==> src/rtl/writeback_queue.sv <==
// Writeback queue: buffers ALU and load results in a small circular FIFO and
// drains them in order, one per cycle, into the register file write port.
module writeback_queue #(
   parameter int DATA_W = 16,
   parameter int ADDR_W = 3,
   parameter int DEPTH  = 4
) (
   input  logic                       clk,
   input  logic                       reset_n,
   input  logic                       mem_valid,
   output logic                       mem_ready,
   input  logic [ADDR_W-1:0]          mem_addr,
   input  logic [DATA_W-1:0]          mem_data,
   input  logic                       alu_valid,
   output logic                       alu_ready,
   input  logic [ADDR_W-1:0]          alu_addr,
   input  logic [DATA_W-1:0]          alu_data,
   input  logic                       rf_stall,
   output logic                       rf_write_enable,
   output logic [ADDR_W-1:0]          rf_write_addr,
   output logic [DATA_W-1:0]          rf_write_data,
   input  logic [ADDR_W-1:0]          fwd_addr,
   output logic                       fwd_hit,
   output logic [DATA_W-1:0]          fwd_data,
   output logic [$clog2(DEPTH):0]     count,
   output logic                       full,
   output logic                       empty
);

   localparam int PTR_W = $clog2(DEPTH);
   localparam int CNT_W = PTR_W + 1;

   logic [PTR_W-1:0]  r_head;
   logic [PTR_W-1:0]  r_tail;
   logic [CNT_W-1:0]  r_count;
   logic [ADDR_W-1:0] r_addr [DEPTH];
   logic [DATA_W-1:0] r_data [DEPTH];

   logic              w_full;
   logic              w_empty;
   logic              w_mem_ready;
   logic              w_alu_ready;
   logic              w_push;
   logic              w_pop;
   logic [ADDR_W-1:0] w_push_addr;
   logic [DATA_W-1:0] w_push_data;
   logic              w_fwd_hit;
   logic [DATA_W-1:0] w_fwd_data;

   assign w_full      = (r_count == CNT_W'(DEPTH));
   assign w_empty     = (r_count == {CNT_W{1'b0}});
   // Ready depends only on occupancy and mem_valid; a same-cycle pop never re-opens it.
   assign w_mem_ready = !w_full;
   assign w_alu_ready = !w_full && !mem_valid;
   assign w_pop       = !w_empty && !rf_stall;

   // Push arbitration: the load path has fixed priority over the ALU path.
   always_comb begin
      w_push      = 1'b0;
      w_push_addr = alu_addr;
      w_push_data = alu_data;
      if (mem_valid && w_mem_ready) begin
         w_push      = 1'b1;
         w_push_addr = mem_addr;
         w_push_data = mem_data;
      end else if (alu_valid && w_alu_ready) begin
         w_push      = 1'b1;
         w_push_addr = alu_addr;
         w_push_data = alu_data;
      end else begin
         w_push      = 1'b0;
      end
   end

   // Pointer and occupancy state.
   always_ff @(posedge clk or negedge reset_n) begin
      if (!reset_n) begin
         r_head  <= {PTR_W{1'b0}};
         r_tail  <= {PTR_W{1'b0}};
         r_count <= {CNT_W{1'b0}};
      end else begin
         if (w_push) begin
            r_tail <= r_tail + {{(PTR_W-1){1'b0}}, 1'b1};
         end
         if (w_pop) begin
            r_head <= r_head + {{(PTR_W-1){1'b0}}, 1'b1};
         end
         case ({w_push, w_pop})
            2'b10:   r_count <= r_count + {{(CNT_W-1){1'b0}}, 1'b1};
            2'b01:   r_count <= r_count - {{(CNT_W-1){1'b0}}, 1'b1};
            default: r_count <= r_count;
         endcase
      end
   end

   // Entry storage; stale slots are never observed because occupancy gates every read.
   always_ff @(posedge clk) begin
      if (w_push) begin
         r_addr[r_tail] <= w_push_addr;
         r_data[r_tail] <= w_push_data;
      end
   end

   // Forwarding scan from oldest to youngest so the youngest match wins.
   always_comb begin
      w_fwd_hit  = 1'b0;
      w_fwd_data = {DATA_W{1'b0}};
      for (int k = 0; k < DEPTH; k++) begin
         if ((CNT_W'(k) < r_count) && (r_addr[r_head + PTR_W'(k)] == fwd_addr)) begin
            w_fwd_hit  = 1'b1;
            w_fwd_data = r_data[r_head + PTR_W'(k)];
         end else begin
            w_fwd_hit  = w_fwd_hit;
            w_fwd_data = w_fwd_data;
         end
      end
   end

   assign mem_ready       = w_mem_ready;
   assign alu_ready       = w_alu_ready;
   assign rf_write_enable = w_pop;
   assign rf_write_addr   = r_addr[r_head];
   assign rf_write_data   = r_data[r_head];
   assign fwd_hit         = w_fwd_hit;
   assign fwd_data        = w_fwd_data;
   assign count           = r_count;
   assign full            = w_full;
   assign empty           = w_empty;

endmodule

==> config.mk <==
export PLATFORM = sky130hd
export DESIGN_NAME = writeback_queue
export DESIGN_NICKNAME = d
export VERILOG_FILES = /design/src/rtl/writeback_queue.sv
export SDC_FILE = /design/constraint.sdc
export NUM_CORES = 1
export LEC_CHECK = 0
export CORE_MARGIN = 5
export CORE_UTILIZATION = 60
export CTS_BUF_LIST = sky130_fd_sc_hd__clkbuf_4 sky130_fd_sc_hd__clkbuf_8
export CTS_CLUSTER_SIZE = 12
export DETAILED_ROUTE_END_ITERATION = 8
export GPL_TIMING_DRIVEN = 0
export PLACE_DENSITY = 0.88
export SYNTH_ARGS = -nofsm -noshare
export SYNTH_HDL_FRONTEND = slang
export SYNTH_SLANG_ARGS = --single-unit
==> constraint.sdc <==
create_clock -name clk -period 6.83 [get_ports clk]
set_input_delay 1.7075 -clock clk [delete_from_list [all_inputs] [get_ports clk]]
set_output_delay 1.7075 -clock clk [all_outputs]
set_load 0.005 [all_outputs]
==> impl_results.md <==
- Root Buffer: clkbuf_8
- Tightest Hold Check Type: reg -> reg
- Clock share of power: approximately a tenth
- Worst setup SP type: input pin
- Post-DR wirelength/cell: 23.4 µm
- DRT Pass-1 Iters: 5
- Synth area leader: edfxtp_1
- Rows: 35
- Final Max Tran Viols: 0
- Slowest-stage cell, CP: clkdlybuf4s50_1
- LEAKAGE: roughly 2.6 nW
- Mapped Cells: around 450
- Die H: approximately 110 µm
- Worst-Skew Late Latency: roughly 0.36 ns
- Number of CTS-inserted buffers: 9
- H-tree depth: 3
- RR Startpoint: count[0]
- P&R area growth vs syn: 21.9%
- Critical-path cell list: clkdlybuf4s50_1 -> xnor2_2 -> o2111ai_4 -> clkbuf_1 -> o221a_1 -> o22ai_2 -> clkdlybuf4s50_1
- Routability cong.: between 0.8 and 0.9
- Setup crit end kind: output port
- Via count: 4301
- Post-synth EDFFs: 76
- Dpl ws: 1.05 ns
- # setup viols final: 0
- Post-CTS resize count: 0
- Most common cell in the netlist: mux2i_1
- Peak supply drop: about 350 µV
- Layout Cells excl Fill: approximately 660
- Initial Util: roughly three fifths
- Sequential share of power: 23.8%
- Final WL: about 16000 µm
- Final Hold Fails: 0
- Final Worst Setup Slack: just under 1 ns
- Psw: approximately 1.5 mW
- Core area: roughly 9100 µm²
- Dpl hpwl: about 10000 µm
- Worst Skew: around 0.007 ns
- Min cycle time layout: 5.86 ns
- Hold_buf cts: 0
- Unrepaired setup endpoints after global routing: no
- Die area: ~11000 µm²
- # diodes: 0
- Routed Antenna Nets: 0
- Final period util: between 80% and 90%
- Fillers: 613
- Post-synth top cells: 77 x mux2i_1, 76 x edfxtp_1, 38 x mux2_2
- Yosys cell types: 44
- Grt ovf: 0
- Post-layout util: around 74%
- Worst Tran Pin Value: 1.23 ns
- Post-synthesis sequential area ratio: roughly 44%
- Post-Syn Nets: a little over 500
- Critical Path Most Common Cell: clkdlybuf4s50_1
- Data required, critical path: ~5.1 ns
- Clk pin slew, worst setup/hold paths: around 0.090 ns
- Number of global-route vias before repair: about 4700
- Post-Layout Inst Area: between 6000 and 7000 µm²
- Die width: between 100 and 150 µm
- Status: complete, no violations
- Cell area after placement: 6530 µm²
- Clock sink count: 83
- Max Cap Viol: 0
- Setup CP Type: in -> out
- Drt via density: 6.49
- FF-to-FF setup slack: 3.81 ns
- Antenna violations before repair: 0
- Bufs on Longest Clock Path: 2
- Slew headroom: between 10% and 20%
- CTS tree: yes
- Nets: between 600 and 700
- Synth warn: 0
- Worst hold start: r_tail[0]
- CP peak stage delay: 0.54 ns
- DRC: 0
- Worst path buffer plus inverter count: 3
- CP Max Fanout: 10
- Fmax: roughly 0.17 GHz
- First DRT Iteration DRCs: ~500
- Asr flop ratio synth: around 8.4%
- Internal: about 2.1 mW
- Global-route wire length before repair: approximately 24000 µm
- Boundary pin count: 90
- Pwr dens: roughly 530 nW/µm²
- Combinational Power Share: about two thirds
- Post-CTS Setup Repair Bufs: 0
- Sw frac: between 40% and 50%
- Syn Area/Cell: between 10 and 15 µm²
- Placed cells: 647
- CP top delay family: buffers and inverters
- Total negative slack: 0 ns
- Post-synth top area share: about two fifths
- Layout cells sized above 1: between 10% and 20%
- GRT Util Overall: between 20% and 30%
- Largest cells by area after synthesis: edfxtp_1 41%, mux2i_1 14%, mux2_2 7.7%
- Setup crit start: fwd_addr[0]
- Critical path arrival: 4.16 ns
- Top_reg_cell synth: edfxtp_1
- Largest net degree at the start of global routing: 20
- Synth Register Bits: between 80 and 90
- Synthesized area: ~5500 µm²
- Port bufs: 87
through the flow:
step | total power, mW | hold WS (ns)
2_1_floorplan | 2.28 | 0.497
3_3_place_gp | 3.08 | 0.525
3_5_place_dp | 3.18 | 0.552
4_1_cts | 3.56 | 0.571
5_1_grt | 3.76 | 0.597
6_report | 3.60 | 0.564
cell families (layout without fill, tap and decap cells):
family | count (synthesis) | count (layout) | share of synthesized area, %
multiplexers | 136 | 136 | 27.3
AO/OA/AOI/OAI | 86 | 86 | 11.7
flip-flops | 83 | 83 | 44.5
AND/OR/NAND/NOR | 61 | 61 | 5.32
buffers and inverters | 56 | 159 | 5.89
XOR/XNOR | 18 | 18 | 3.26
adder cells (fa/ha/maj) | 9 | 9 | 2.04
path summary, 6_finish.rpt:
check,end,cells past startpoint
worst max-delay path,fwd_data[14],7
worst min-delay path,r_tail[0],1
worst max register to register,r_data[0][11],7
worst min register to register,r_tail[0],1
max in group asynchronous,r_tail[1],1
min in group asynchronous,r_tail[0],1
power by group through the flow:
stage	clock network, mW	registers, mW	logic [mW]
finish	0.363	0.858	2.38
global route	0.384	0.875	2.50
CTS	0.362	0.855	2.34
floorplan	0	0.831	1.45
global placement	0	0.850	2.23
detailed placement	0	0.864	2.32
area by class of cell:
class / instances / area (µm²) / area share [%]
Buffer: 34 / 243 / 3.61
Clock buffer: 12 / 146 / 2.18
Clock inverter: 4 / 51.3 / 0.762
Inverter: 22 / 82.6 / 1.23
Multi-Input combinational cell: 310 / 2740 / 40.7
Sequential cell: 83 / 2460 / 36.5
Tap cell: 111 / 139 / 2.06
Timing Repair Buffer: 87 / 871 / 12.9
flip-flops by register name (all words and copies together), names as in the netlist:
register / cells
r_tail: 2
r_addr: 12
r_data: 64
count: 3
r_head: 2
cell usage in the layout, fill, tap and decap left out, types with 7 or more instances in the layout:
cell type,n
inv_1,22
o22ai_2,10
mux2_2,38
buf_2,12
mux2_1,13
o221a_1,16
xnor2_1,11
clkbuf_8,11
a21oi_1,17
mux2i_1,77
nor2_1,24
edfxtp_1,76
clkdlybuf4s50_1,87
o21ai_0,28
dfrtp_1,7
ha_1,9
nand2_1,21
layer usage:
| layer | share of wire [%] | track usage, % | vias to the layer above | wire (µm) |
|---|---|---|---|---|
| li1 | - | - | 1872 | - |
| met3 | 10 | 6.80 | 57 | 1610 |
| met5 | 0 | 0 | - | 0 |
| met2 | 48 | 45.3 | 312 | 7490 |
| met4 | 3.8 | 14.6 | 0 | 585 |
| met1 | 38 | 34.2 | 2060 | 5820 |
Power figures use the tool's default switching activity.
